<file path="config.mk">
export PLATFORM = sky130hd
export DESIGN_NAME = axil_cmd_manager_flat
export DESIGN_NICKNAME = d
export VERILOG_FILES = /design/src/rtl/axil_pkg.sv /design/src/rtl/axil_cmd_manager_if.sv /design/src/rtl/axil_cmd_manager_timeout_counter.sv /design/src/rtl/axil_cmd_manager.sv /design/src/flat_wrapper.sv
export SDC_FILE = /design/constraint.sdc
export NUM_CORES = 1
export LEC_CHECK = 0
export BUFFER_PORTS_ARGS = -buffer_cell sky130_fd_sc_hd__buf_2
export CELL_PAD_IN_SITES_DETAIL_PLACEMENT = 1
export CELL_PAD_IN_SITES_GLOBAL_PLACEMENT = 1
export CORE_ASPECT_RATIO = 2
export CORE_MARGIN = 4
export CORE_UTILIZATION = 39
export CTS_CLUSTER_SIZE = 14
export DETAILED_ROUTE_END_ITERATION = 7
export PLACE_DENSITY_LB_ADDON = 0.1
export SYNTH_ARGS = -nofsm -noshare
export SYNTH_HDL_FRONTEND = slang
export SYNTH_SLANG_ARGS = --single-unit
</file>
<file path="constraint.sdc">
create_clock -name aclk -period 5.2 [get_ports aclk]
set_input_delay 0.52 -clock aclk [delete_from_list [all_inputs] [get_ports aclk]]
set_output_delay 0.52 -clock aclk [all_outputs]
set_load 0.01 [all_outputs]
</file>
<file path="src/rtl/axil_pkg.sv">
// Shared types and constants for the AXI4-Lite command manager.
// No ports. Provides response codes, the FSM state encoding, the default
// AxPROT value, and the command and response record types.
package axil_pkg;

    localparam logic [1:0] RespOkay    = 2'b00;
    localparam logic [1:0] RespSlvErr  = 2'b10;
    localparam logic [1:0] RespDecErr  = 2'b11;
    localparam logic [2:0] ProtDefault = 3'b000;

    typedef enum logic [2:0] {
        StateResetExit,
        StateIdle,
        StateWaddr,
        StateWaitB,
        StateRaddr,
        StateWaitR,
        StateResp
    } state_e;

    typedef struct packed {
        logic        write;
        logic [31:0] addr;
        logic [31:0] wdata;
        logic [3:0]  wstrb;
    } cmd_t;

    typedef struct packed {
        logic        write;
        logic [31:0] rdata;
        logic [1:0]  resp;
        logic        timeout;
    } rsp_t;

    // A subordinate reported an error (SLVERR or DECERR).
    function automatic logic resp_is_err(input logic [1:0] resp);
        return (resp == RespSlvErr) || (resp == RespDecErr);
    endfunction

endpackage

</file>
<file path="src/rtl/axil_cmd_manager_if.sv">
// AXI4-Lite bus bundle, 32-bit address and data.
// Modports:
//   master - the manager side: drives AW/W/AR payload and valids, B/R readies.
//   slave  - the subordinate side: the mirror image.
interface axil_cmd_manager_if;
    logic [31:0] awaddr;
    logic [2:0]  awprot;
    logic        awvalid;
    logic        awready;
    logic [31:0] wdata;
    logic [3:0]  wstrb;
    logic        wvalid;
    logic        wready;
    logic [1:0]  bresp;
    logic        bvalid;
    logic        bready;
    logic [31:0] araddr;
    logic [2:0]  arprot;
    logic        arvalid;
    logic        arready;
    logic [31:0] rdata;
    logic [1:0]  rresp;
    logic        rvalid;
    logic        rready;

    modport master (
        output awaddr, awprot, awvalid, input awready,
        output wdata, wstrb, wvalid,    input wready,
        input  bresp, bvalid,           output bready,
        output araddr, arprot, arvalid, input arready,
        input  rdata, rresp, rvalid,    output rready
    );

    modport slave (
        input  awaddr, awprot, awvalid, output awready,
        input  wdata, wstrb, wvalid,    output wready,
        output bresp, bvalid,           input bready,
        input  araddr, arprot, arvalid, output arready,
        output rdata, rresp, rvalid,    input rready
    );
endinterface

</file>
<file path="src/rtl/axil_cmd_manager_timeout_counter.sv">
// Response-wait watchdog.
// Ports:
//   clk, resetn - clock, asynchronous active-low reset
//   clear       - restart the count from zero (has priority)
//   enable      - count this cycle
//   limit       - number of enabled cycles before expiry; 0 disables
//   expired     - high during the limit-th enabled cycle since the last clear
module timeout_counter #(
    parameter int WIDTH = 11
) (
    input  logic             clk,
    input  logic             resetn,
    input  logic             clear,
    input  logic             enable,
    input  logic [WIDTH-1:0] limit,
    output logic             expired
);

    logic [WIDTH-1:0] count_q;

    // Expiry is flagged in the cycle that would bring the count to limit,
    // so a limit of N yields exactly N waiting cycles.
    assign expired = enable && (limit != '0) && (count_q == limit - WIDTH'(1));

    always_ff @(posedge clk or negedge resetn) begin
        if (!resetn) begin
            count_q <= '0;
        end else if (clear) begin
            count_q <= '0;
        end else if (enable && !expired) begin
            count_q <= count_q + WIDTH'(1);
        end
    end

endmodule

</file>
<file path="src/rtl/axil_cmd_manager.sv">
// AXI4-Lite manager: turns a valid/ready command stream into single
// AXI4-Lite reads or writes, one outstanding, one response per command.
// Ports:
//   aclk, aresetn      - clock, asynchronous active-low reset
//   s_cmd_*            - command in (write, addr, wdata, wstrb)
//   m_rsp_*            - response out (write echo, rdata, resp, timeout)
//   m_axi_lite         - AXI4-Lite manager channels
//   busy               - FSM is anywhere but IDLE
//   stray_count        - saturating count of B/R beats absorbed in IDLE
module axil_cmd_manager
    import axil_pkg::*;
#(
    parameter int TIMEOUT_CYCLES  = 1024,
    parameter int STRAY_CNT_WIDTH = 8
) (
    input  logic                       aclk,
    input  logic                       aresetn,
    input  logic                       s_cmd_valid,
    output logic                       s_cmd_ready,
    input  logic                       s_cmd_write,
    input  logic [31:0]                s_cmd_addr,
    input  logic [31:0]                s_cmd_wdata,
    input  logic [3:0]                 s_cmd_wstrb,
    output logic                       m_rsp_valid,
    input  logic                       m_rsp_ready,
    output logic                       m_rsp_write,
    output logic [31:0]                m_rsp_rdata,
    output logic [1:0]                 m_rsp_resp,
    output logic                       m_rsp_timeout,
    axil_cmd_manager_if.master         m_axi_lite,
    output logic                       busy,
    output logic [STRAY_CNT_WIDTH-1:0] stray_count
);

    localparam int TO_W = (TIMEOUT_CYCLES < 2) ? 1 : $clog2(TIMEOUT_CYCLES + 1);
    localparam logic [TO_W-1:0] TO_LIMIT = TO_W'(TIMEOUT_CYCLES);

    state_e state_q, state_d;
    cmd_t   cmd_q;
    rsp_t   rsp_q, rsp_d;
    logic   aw_done_q, w_done_q;
    logic   aw_hs, w_hs, b_hs, ar_hs, r_hs;
    logic   in_idle, in_wait;
    logic   to_expired;
    logic [STRAY_CNT_WIDTH-1:0] stray_q;
    logic [STRAY_CNT_WIDTH:0]   stray_sum;

    assign in_idle = (state_q == StateIdle);
    assign in_wait = (state_q == StateWaitB) || (state_q == StateWaitR);

    // Handshake strobes and bus outputs, all decoded from registered state.
    assign s_cmd_ready           = in_idle;
    assign m_axi_lite.awvalid    = (state_q == StateWaddr) && !aw_done_q;
    assign m_axi_lite.wvalid     = (state_q == StateWaddr) && !w_done_q;
    assign m_axi_lite.arvalid    = (state_q == StateRaddr);
    assign m_axi_lite.bready     = in_idle || (state_q == StateWaitB);
    assign m_axi_lite.rready     = in_idle || (state_q == StateWaitR);
    assign m_axi_lite.awaddr     = cmd_q.addr;
    assign m_axi_lite.araddr     = cmd_q.addr;
    assign m_axi_lite.wdata      = cmd_q.wdata;
    assign m_axi_lite.wstrb      = cmd_q.wstrb;
    assign m_axi_lite.awprot     = ProtDefault;
    assign m_axi_lite.arprot     = ProtDefault;

    assign aw_hs = m_axi_lite.awvalid && m_axi_lite.awready;
    assign w_hs  = m_axi_lite.wvalid  && m_axi_lite.wready;
    assign ar_hs = m_axi_lite.arvalid && m_axi_lite.arready;
    assign b_hs  = m_axi_lite.bvalid  && m_axi_lite.bready;
    assign r_hs  = m_axi_lite.rvalid  && m_axi_lite.rready;

    assign m_rsp_valid   = (state_q == StateResp);
    assign m_rsp_write   = rsp_q.write;
    assign m_rsp_rdata   = rsp_q.rdata;
    assign m_rsp_resp    = rsp_q.resp;
    assign m_rsp_timeout = rsp_q.timeout;
    assign busy          = !in_idle;
    assign stray_count   = stray_q;

    // Counter is held clear outside the wait states, so it starts at zero
    // on every entry to WAIT_B/WAIT_R.
    timeout_counter #(.WIDTH(TO_W)) u_timeout (
        .clk     (aclk),
        .resetn  (aresetn),
        .clear   (!in_wait),
        .enable  (in_wait),
        .limit   (TO_LIMIT),
        .expired (to_expired)
    );

    always_comb begin
        state_d = state_q;
        rsp_d   = rsp_q;
        unique case (state_q)
            StateResetExit: state_d = StateIdle;
            StateIdle: begin
                if (s_cmd_valid) state_d = s_cmd_write ? StateWaddr : StateRaddr;
            end
            StateWaddr: begin
                if ((aw_done_q || aw_hs) && (w_done_q || w_hs)) state_d = StateWaitB;
            end
            StateWaitB: begin
                // A beat in the expiry cycle takes precedence over the timeout.
                if (b_hs) begin
                    rsp_d   = '{write: cmd_q.write, rdata: '0, resp: m_axi_lite.bresp, timeout: 1'b0};
                    state_d = StateResp;
                end else if (to_expired) begin
                    rsp_d   = '{write: cmd_q.write, rdata: '0, resp: RespSlvErr, timeout: 1'b1};
                    state_d = StateResp;
                end
            end
            StateRaddr: begin
                if (ar_hs) state_d = StateWaitR;
            end
            StateWaitR: begin
                if (r_hs) begin
                    rsp_d   = '{write: cmd_q.write, rdata: m_axi_lite.rdata,
                                resp: m_axi_lite.rresp, timeout: 1'b0};
                    state_d = StateResp;
                end else if (to_expired) begin
                    rsp_d   = '{write: cmd_q.write, rdata: '0, resp: RespSlvErr, timeout: 1'b1};
                    state_d = StateResp;
                end
            end
            StateResp: begin
                if (m_rsp_ready) state_d = StateIdle;
            end
            default: state_d = StateIdle;
        endcase
    end

    // Beats absorbed in IDLE; B and R can both land in one cycle.
    always_comb begin
        stray_sum = {1'b0, stray_q}
                  + {{STRAY_CNT_WIDTH{1'b0}}, in_idle && b_hs}
                  + {{STRAY_CNT_WIDTH{1'b0}}, in_idle && r_hs};
    end

    always_ff @(posedge aclk or negedge aresetn) begin
        if (!aresetn) begin
            state_q   <= StateResetExit;
            cmd_q     <= '0;
            rsp_q     <= '0;
            aw_done_q <= 1'b0;
            w_done_q  <= 1'b0;
            stray_q   <= '0;
        end else begin
            state_q <= state_d;
            rsp_q   <= rsp_d;
            if (in_idle && s_cmd_valid) begin
                cmd_q <= '{write: s_cmd_write, addr: s_cmd_addr,
                           wdata: s_cmd_wdata, wstrb: s_cmd_wstrb};
            end
            // Per-channel done flags drop each valid independently.
            if (state_q != StateWaddr) begin
                aw_done_q <= 1'b0;
                w_done_q  <= 1'b0;
            end else begin
                if (aw_hs) aw_done_q <= 1'b1;
                if (w_hs)  w_done_q  <= 1'b1;
            end
            stray_q <= stray_sum[STRAY_CNT_WIDTH] ? '1 : stray_sum[STRAY_CNT_WIDTH-1:0];
        end
    end

endmodule
</file>
<file path="src/flat_wrapper.sv">
// flat-port wrapper written by rule: the top's interface ports become plain ports
module axil_cmd_manager_flat import axil_pkg::*;
#(
    parameter int TIMEOUT_CYCLES  = 1024,
    parameter int STRAY_CNT_WIDTH = 8
)
  (aclk, aresetn, s_cmd_valid, s_cmd_ready, s_cmd_write, s_cmd_addr, s_cmd_wdata, s_cmd_wstrb, m_rsp_valid, m_rsp_ready, m_rsp_write, m_rsp_rdata, m_rsp_resp, m_rsp_timeout, busy, stray_count, m_axi_lite_awaddr, m_axi_lite_awprot, m_axi_lite_awvalid, m_axi_lite_awready, m_axi_lite_wdata, m_axi_lite_wstrb, m_axi_lite_wvalid, m_axi_lite_wready, m_axi_lite_bresp, m_axi_lite_bvalid, m_axi_lite_bready, m_axi_lite_araddr, m_axi_lite_arprot, m_axi_lite_arvalid, m_axi_lite_arready, m_axi_lite_rdata, m_axi_lite_rresp, m_axi_lite_rvalid, m_axi_lite_rready);
  axil_cmd_manager_if m_axi_lite_i ();
  input  logic aclk;
  input  logic aresetn;
  input  logic s_cmd_valid;
  output logic s_cmd_ready;
  input  logic s_cmd_write;
  input  logic [31:0] s_cmd_addr;
  input  logic [31:0] s_cmd_wdata;
  input  logic [3:0] s_cmd_wstrb;
  output logic m_rsp_valid;
  input  logic m_rsp_ready;
  output logic m_rsp_write;
  output logic [31:0] m_rsp_rdata;
  output logic [1:0] m_rsp_resp;
  output logic m_rsp_timeout;
  output logic busy;
  output logic [STRAY_CNT_WIDTH-1:0] stray_count;
  output wire logic [$bits(m_axi_lite_i.awaddr)-1:0] m_axi_lite_awaddr;
  output wire logic [$bits(m_axi_lite_i.awprot)-1:0] m_axi_lite_awprot;
  output wire logic [$bits(m_axi_lite_i.awvalid)-1:0] m_axi_lite_awvalid;
  input wire logic [$bits(m_axi_lite_i.awready)-1:0] m_axi_lite_awready;
  output wire logic [$bits(m_axi_lite_i.wdata)-1:0] m_axi_lite_wdata;
  output wire logic [$bits(m_axi_lite_i.wstrb)-1:0] m_axi_lite_wstrb;
  output wire logic [$bits(m_axi_lite_i.wvalid)-1:0] m_axi_lite_wvalid;
  input wire logic [$bits(m_axi_lite_i.wready)-1:0] m_axi_lite_wready;
  input wire logic [$bits(m_axi_lite_i.bresp)-1:0] m_axi_lite_bresp;
  input wire logic [$bits(m_axi_lite_i.bvalid)-1:0] m_axi_lite_bvalid;
  output wire logic [$bits(m_axi_lite_i.bready)-1:0] m_axi_lite_bready;
  output wire logic [$bits(m_axi_lite_i.araddr)-1:0] m_axi_lite_araddr;
  output wire logic [$bits(m_axi_lite_i.arprot)-1:0] m_axi_lite_arprot;
  output wire logic [$bits(m_axi_lite_i.arvalid)-1:0] m_axi_lite_arvalid;
  input wire logic [$bits(m_axi_lite_i.arready)-1:0] m_axi_lite_arready;
  input wire logic [$bits(m_axi_lite_i.rdata)-1:0] m_axi_lite_rdata;
  input wire logic [$bits(m_axi_lite_i.rresp)-1:0] m_axi_lite_rresp;
  input wire logic [$bits(m_axi_lite_i.rvalid)-1:0] m_axi_lite_rvalid;
  output wire logic [$bits(m_axi_lite_i.rready)-1:0] m_axi_lite_rready;
  assign m_axi_lite_awaddr = m_axi_lite_i.awaddr;
  assign m_axi_lite_awprot = m_axi_lite_i.awprot;
  assign m_axi_lite_awvalid = m_axi_lite_i.awvalid;
  assign m_axi_lite_i.awready = m_axi_lite_awready;
  assign m_axi_lite_wdata = m_axi_lite_i.wdata;
  assign m_axi_lite_wstrb = m_axi_lite_i.wstrb;
  assign m_axi_lite_wvalid = m_axi_lite_i.wvalid;
  assign m_axi_lite_i.wready = m_axi_lite_wready;
  assign m_axi_lite_i.bresp = m_axi_lite_bresp;
  assign m_axi_lite_i.bvalid = m_axi_lite_bvalid;
  assign m_axi_lite_bready = m_axi_lite_i.bready;
  assign m_axi_lite_araddr = m_axi_lite_i.araddr;
  assign m_axi_lite_arprot = m_axi_lite_i.arprot;
  assign m_axi_lite_arvalid = m_axi_lite_i.arvalid;
  assign m_axi_lite_i.arready = m_axi_lite_arready;
  assign m_axi_lite_i.rdata = m_axi_lite_rdata;
  assign m_axi_lite_i.rresp = m_axi_lite_rresp;
  assign m_axi_lite_i.rvalid = m_axi_lite_rvalid;
  assign m_axi_lite_rready = m_axi_lite_i.rready;
  axil_cmd_manager #(.TIMEOUT_CYCLES(TIMEOUT_CYCLES), .STRAY_CNT_WIDTH(STRAY_CNT_WIDTH)) u_core (.aclk(aclk), .aresetn(aresetn), .s_cmd_valid(s_cmd_valid), .s_cmd_ready(s_cmd_ready), .s_cmd_write(s_cmd_write), .s_cmd_addr(s_cmd_addr), .s_cmd_wdata(s_cmd_wdata), .s_cmd_wstrb(s_cmd_wstrb), .m_rsp_valid(m_rsp_valid), .m_rsp_ready(m_rsp_ready), .m_rsp_write(m_rsp_write), .m_rsp_rdata(m_rsp_rdata), .m_rsp_resp(m_rsp_resp), .m_rsp_timeout(m_rsp_timeout), .m_axi_lite(m_axi_lite_i), .busy(busy), .stray_count(stray_count));
endmodule
</file>
==> results_dict.tcl, run 1 <==
set metrics [dict create \
    status "finished, final reports clean" \
    ys_seq_elements 129 \
    cts_tree "built" \
    leakagePower_nw 3.728 \
    yosys-top-cells-count "dfrtp_1, buf_4, mux2_2" \
    synthesis.area_sq_um 6066 \
    postCtsHoldBufs 0 \
    hold_viol 0 \
    fp.dieH_um 184.4 \
    layout_min_cycle_time_ns 2.877 \
    hold_class "in2async" \
    ys_warn_count 0 \
    synth-main-ff-cell "dfrtp_1" \
    rrSetupSlack_ns 2.32 \
    path_common_cell "nor2b_4" \
    tightest_slew_ns 0.9283 \
    cts-resized-gates 0 \
    clockBufferDepth 2 \
    post-route-period-util_pct 55.34 \
    cp-start-kind "flip-flop" \
    slew_violations 0 \
    grt_pass1_wl_um 24290 \
    synth_cells 486 \
    synth_most_common_cell "dfrtp_1" \
    synth_edf_count 0 \
    grt_pass1_vias 4528 \
    clock_sinks 129 \
    finalSetupViolCount 0 \
    worstSetupEndpointType "flip-flop" \
    worst-path-buf-inv 1 \
    ir_worst_vdd_mv 0.2863 \
    synth_top_area_share_pct 53.22 \
    area_growth_pct 21.35 \
    synth_cell_types 52 \
    vias_per_cell 4.859 \
    power_density_nw_per_um2 652.9 \
    place_congestion 0.7217 \
    tns_ns 0 \
    cp_top_family "simple AND/OR/NAND/NOR gates" \
    max_freq_mhz 347.5 \
    crit_required_ns 5.49 \
    dp_hpwl_um 12340 \
    cts_root_buf "clkbuf_16" \
    cp_slowest_stage_delay_ns 0.75 \
    clock_skew_ns 0.007929 \
    wl_um 16170 \
    drive_gt1_share_pct 55.12 \
    port-buffer-count 265 \
    critPathKind "reg2reg" \
    clk_latency_ns 0.40 \
    crit_chain "nor2b_4 > nor2b_4 > and2_2 > buf_4 > mux2_2" \
    post_cts_buffers 0 \
    path_max_fanout 39 \
    final_nets 769 \
    drt-pass1-iter-count 4 \
    cts_buffers 17 \
    cap_violations 0 \
    core.rowCount 64 \
    die_x_um 96.19 \
    initial_core_util_pct 39.66 \
    seq_area_frac_synth_pct 53.22 \
    io_pins 272 \
    n_fill_cell 1731 \
    grt_use_total_pct 18.27 \
    design_area_sq_um 7361 \
    cpMaxStageDelayCell "and2_2" \
    dieArea_sq_um 17730 \
    wire_per_inst_um 18.74 \
    ant_nets 0 \
    grt_remaining_overflow 0 \
    grt_setup_unrepaired "false" \
    num_vias 4193 \
    antenna_found_initial 2 \
    async_flop_share_pct 100.0 \
    drc 0 \
    synth_area_leader_cell "dfrtp_1" \
    drt-initial-drc-count 89 \
    clk_pin_slew_ns 0.06 \
    htreeDepth 4 \
    grt_start_max_net_pins 64 \
    synth_top_cells_by_area "dfrtp_1, buf_4, mux2_2" \
    maxSlewHeadroom_pct 37.98 \
    crit_arrival_ns 3.16 \
    avgSynthCellArea_sq_um 12.48 \
    core_area_sq_um 15290 \
    placed_area_sq_um 6755 \
]
==> kinds of logic after synthesis <==
logic type | synth area share, %
xor gates and xnor gates | 0.8663
DFF | 53.22
buffers and inverters | 16.01
adders and majority gates | 0.7425
AOI/OAI and AO/OA | 8.911
muxes | 13.16
and+or+nand+nor | 7.034
other | 0.06182
==> area by class of cell <==
class	count	area, sq um	area share (%)
antenna	1	2.502	0.03400
timing repair buffer	269	1359	18.46
clock inverter	12	160.2	2.176
inverter	7	26.28	0.3570
sequential	129	3228	43.86
multi-input combinational	228	1894	25.74
tap	198	247.7	3.366
clock buffer	19	442.9	6.017
==> per-layer routing <==
layer | wire, um | GRT usage [%] | vias up | share of wire (%)
met2 | 9389 | 35.45 | 166 | 58
met1 | 5172 | 17.68 | 2089 | 32
li1 | - | - | 1918 | -
met3 | 1300 | 4.657 | 18 | 8.0
met5 | 7 | 0 | - | 0.043
met4 | 303 | 6.670 | 2 | 1.9
==> per-stage QoR <==
| stage | utilization (%) | worst slack [ns] | instances | hold slack [ns] | power (W) |
|---|---|---|---|---|---|
| detailed placement | 44.17 | 2.303 | 831 | 0.4691 | 0.003654 |
| global route | 48.13 | 2.099 | 863 | 0.2672 | 0.005137 |
| finish | 48.13 | 2.323 | 863 | 0.2079 | 0.004806 |
| global placement | 44.17 | 2.402 | 831 | 0.4627 | 0.003591 |
| CTS | 48.11 | 2.287 | 862 | 0.2207 | 0.004903 |
| floorplan | - | 3.005 | 491 | 0.2244 | 0.003337 |
==> power by group <==
part / total [W] / internal [W] / switching (W)
Clock: 0.00121 / 0.000767 / 0.000444
Combinational: 0.00182 / 0.000891 / 0.000926
Sequential: 0.00178 / 0.00146 / 0.000322
Total: 0.00481 / 0.00311 / 0.00169
==> placed cells by master (no fill, tap or decap), types with 7 or more instances in the layout <==
master	instances
clkbuf_16	17
a22o_1	32
dfrtp_1	129
nand2_1	12
mux2_1	10
mux2_2	60
nor2_1	11
a21oi_1	12
inv_1	7
buf_2	264
==> final timing paths <==
| kind | startpoint | endpoint | cells after the start |
|---|---|---|---|
| max in group asynchronous | aresetn | u_core.m_rsp_rdata[9] | 2 |
| max reg2reg | u_core.state_q[0] | u_core.m_axi_lite.wdata[12] | 5 |
| max | u_core.state_q[0] | u_core.m_axi_lite.wdata[12] | 5 |
| min reg2reg | u_core.m_axi_lite.wdata[2] | u_core.m_axi_lite.wdata[2] | 1 |
| min | aresetn | u_core.m_axi_lite.araddr[13] | 1 |
| min in group aclk | s_cmd_addr[29] | u_core.m_axi_lite.araddr[29] | 2 |
==> worst reg2reg max path, stage by stage, from the launching register on <==
cell and delay [ns]:
dfrtp_1 0.61, nor2b_4 0.26, nor2b_4 0.19, and2_2 0.75
buf_4 0.53, mux2_2 0.41
==> state kept, by name, indices dropped and copies added (netlist names), 2 cells and up <==
name and flops:
u_core.m_axi_lite.araddr 32, u_core.m_axi_lite.wdata 32, u_core.m_axi_lite.wstrb 4, u_core.m_rsp_rdata 32
u_core.m_rsp_resp 2, u_core.state_q 3, u_core.stray_count 8, u_core.u_timeout.count_q 11
No activity file was read; power rests on OpenSTA's default activity.
==> run 2: changes to the inputs <==
CORE_UTILIZATION = 33   (was 39)
clock period = 2.3 ns   (was 5.2 ns; I/O delays follow)
==> run 2 against run 1 <==
Against the previous run: sequential power increased by 120%; critical endpoint is now u_core.stray_count[6]; worst hold slack got worse by 0.17 ns; final cell count increased by 3.2%; core utilization decreased by 6.5 points; non-clock buffer count increased by 11; clock-buffer cell count increased by 5.
==> results_dict.tcl, run 2 (synthesized netlist as in run 1, its figures left out) <==
set metrics [dict create \
    cts_buffers 17 \
    clock_skew_ns 0.007767 \
    clock_sinks 129 \
    dp_cells 856 \
    clk_pin_slew_ns 0.06 \
    instances_no_fill 891 \
    wire_per_inst_um 18.55 \
    dp_hpwl_um 12860 \
    design_area_sq_um 7467 \
    ant_nets 0 \
    ir_worst_vdd_mv 0.4967 \
    grt_pass1_wl_um 25440 \
    grt_remaining_overflow 0 \
    crit_chain "nor2b_4 > nor2b_4 > and2_1 > fa_1 > ha_2 > and3_1 > and3_4 > and2_1 > a21oi_2" \
    cts_tree "built" \
    vias_per_cell 4.726 \
    critPathKind "reg2reg" \
    cellInternalPower_w 0.006990 \
    drc 0 \
    p_clk_share_pct 24.0 \
    core.rowCount 69 \
    drive_gt1_share_pct 56.07 \
    cpMaxStageDelayCell "fa_1" \
    grt_pass1_vias 4601 \
    max_freq_mhz 453.6 \
    maxSlewHeadroom_pct 59.39 \
    hold_viol 0 \
    antenna_found_initial 0 \
    slew_violations 0 \
    comb_power_share_pct 39.8 \
    clk_latency_ns 0.41 \
    p_seq_share_pct 36.2 \
    finalSetupViolCount 0 \
    tightest_slew_ns 0.6091 \
    initial_core_util_pct 33.78 \
    num_vias 4211 \
    cp-start-kind "flip-flop" \
    crit_required_ns 2.64 \
    dieArea_sq_um 20750 \
    path_max_fanout 3 \
    hold_class "in2reg" \
    cap_violations 0 \
    post-route-period-util_pct 95.85 \
    crit_arrival_ns 2.55 \
    layout_common_cells "buf_2, dfrtp_1, mux2_2" \
    mostFrequentLayoutCell "buf_2" \
    grt_setup_unrepaired "false" \
    worstSetupEndpointType "flip-flop" \
    clockBufferDepth 2 \
    placed_area_sq_um 6867 \
    port-buffer-count 265 \
    io_pins 272 \
    drt-initial-drc-count 66 \
    core_area_sq_um 17960 \
    area_growth_pct 23.10 \
    cts_root_buf "clkbuf_16" \
    cp_slowest_stage_delay_ns 0.42 \
    status "finished, final reports clean" \
    swShare_pct 35.27 \
    leakagePower_nw 3.777 \
    switchingPower_w 0.003809 \
    place_congestion 0.7722 \
    drt-pass1-iter-count 4 \
    fp.dieH_um 199.7 \
    die_x_um 103.9 \
    wl_um 16520 \
    htreeDepth 4 \
    grt_use_total_pct 15.69 \
    power_density_nw_per_um2 1446 \
    layout_min_cycle_time_ns 2.205 \
    grt_start_max_net_pins 69 \
    final_nets 780 \
]
run 2: changes by cell type in the layout (fill, tap and decap cells not counted), moves of 2 or more:
cell / before / now
clkinv_2: 1 / 3
buf_12: 0 / 2
clkbuf_8: 1 / 4
clkbuf_1: 1 / 3
bufinv_16: 3 / 1
buf_4: 5 / 13
a21oi_2: 0 / 2
clkinvlp_4: 4 / 2
clkinv_4: 3 / 1
run 2: final timing paths:
kind / start / slack [ns] / cells after the start / end
max in group asynchronous: aresetn / 1.23 / 3 / u_core.m_axi_lite.araddr[20]
min in group asynchronous: aresetn / 0.37 / 2 / u_core.m_axi_lite.araddr[9]
worst min-delay path: m_axi_lite_rdata[0] / 0.04 / 2 / u_core.m_rsp_rdata[0]
worst max register to register: u_core.state_q[0] / 0.1 / 9 / u_core.stray_count[6]
worst max-delay path: u_core.state_q[0] / 0.1 / 9 / u_core.stray_count[6]
worst min register to register: u_core.m_axi_lite.wdata[5] / 0.48 / 1 / u_core.m_axi_lite.wdata[5]
run 2: final cells by class:
| cell class | instances | area (sq um) |
|---|---|---|
| diodes | 2 | 5.005 |
| clock buffers | 24 | 491.7 |
| clock inverters | 8 | 77.57 |
| fillers | 2014 | 10490 |
| inverters | 7 | 26.28 |
| multi-input cells | 228 | 1903 |
| flip-flops and latches | 129 | 3228 |
| well taps | 213 | 266.5 |
| repair buffers | 280 | 1469 |
run 2: repair_timing:
item	CTS	global route
gates cloned	0	0
setup endpoints to repair	3	7
resized for setup	1	3
hold endpoints to repair	41	0
setup buffers	0	0
hold buffers	1	0
run 2: worst max-delay path, delay by kind of cell (launching register included):
family | cells | cell delay (ns)
compound gates | 1 | 0.13
fa+ha+maj | 2 | 0.63
flops | 1 | 0.38
simple gates | 6 | 1.00
run 2: per-layer routing:
| metal | global-route usage [%] | routed length, um |
|---|---|---|
| met5 | 0 | 0 |
| met4 | 7.051 | 335 |
| met3 | 4.023 | 826 |
| met2 | 31.06 | 9826 |
| met1 | 15.05 | 5536 |
run 2: power by group through the flow:
| stage | Combinational (W) | Clock (W) | Sequential (W) |
|---|---|---|---|
| global placement | 0.00431 | 0 | 0.00392 |
| global route | 0.00466 | 0.00280 | 0.00408 |
| CTS | 0.00441 | 0.00267 | 0.00393 |
| floorplan | 0.00356 | 0 | 0.00398 |
| detailed placement | 0.00441 | 0 | 0.00396 |
| finish | 0.00430 | 0.00259 | 0.00391 |
run 2: through the flow:
step | setup TNS (ns) | power [W] | setup WS, ns | hold slack (ns) | util (%)
2_1_floorplan | 0 | 0.007545 | 0.1047 | -0.06559 | -
3_3_place_gp | 0 | 0.008228 | 0.08353 | 0.2809 | 38.24
3_5_place_dp | -0.01246 | 0.008369 | -0.008716 | 0.2887 | 38.24
4_1_cts | 0 | 0.01101 | 0.01759 | 0.01334 | 41.49
5_1_grt | 0 | 0.01154 | 0.01543 | 0.01730 | 41.56
6_report | 0 | 0.01080 | 0.09536 | 0.03851 | 41.58
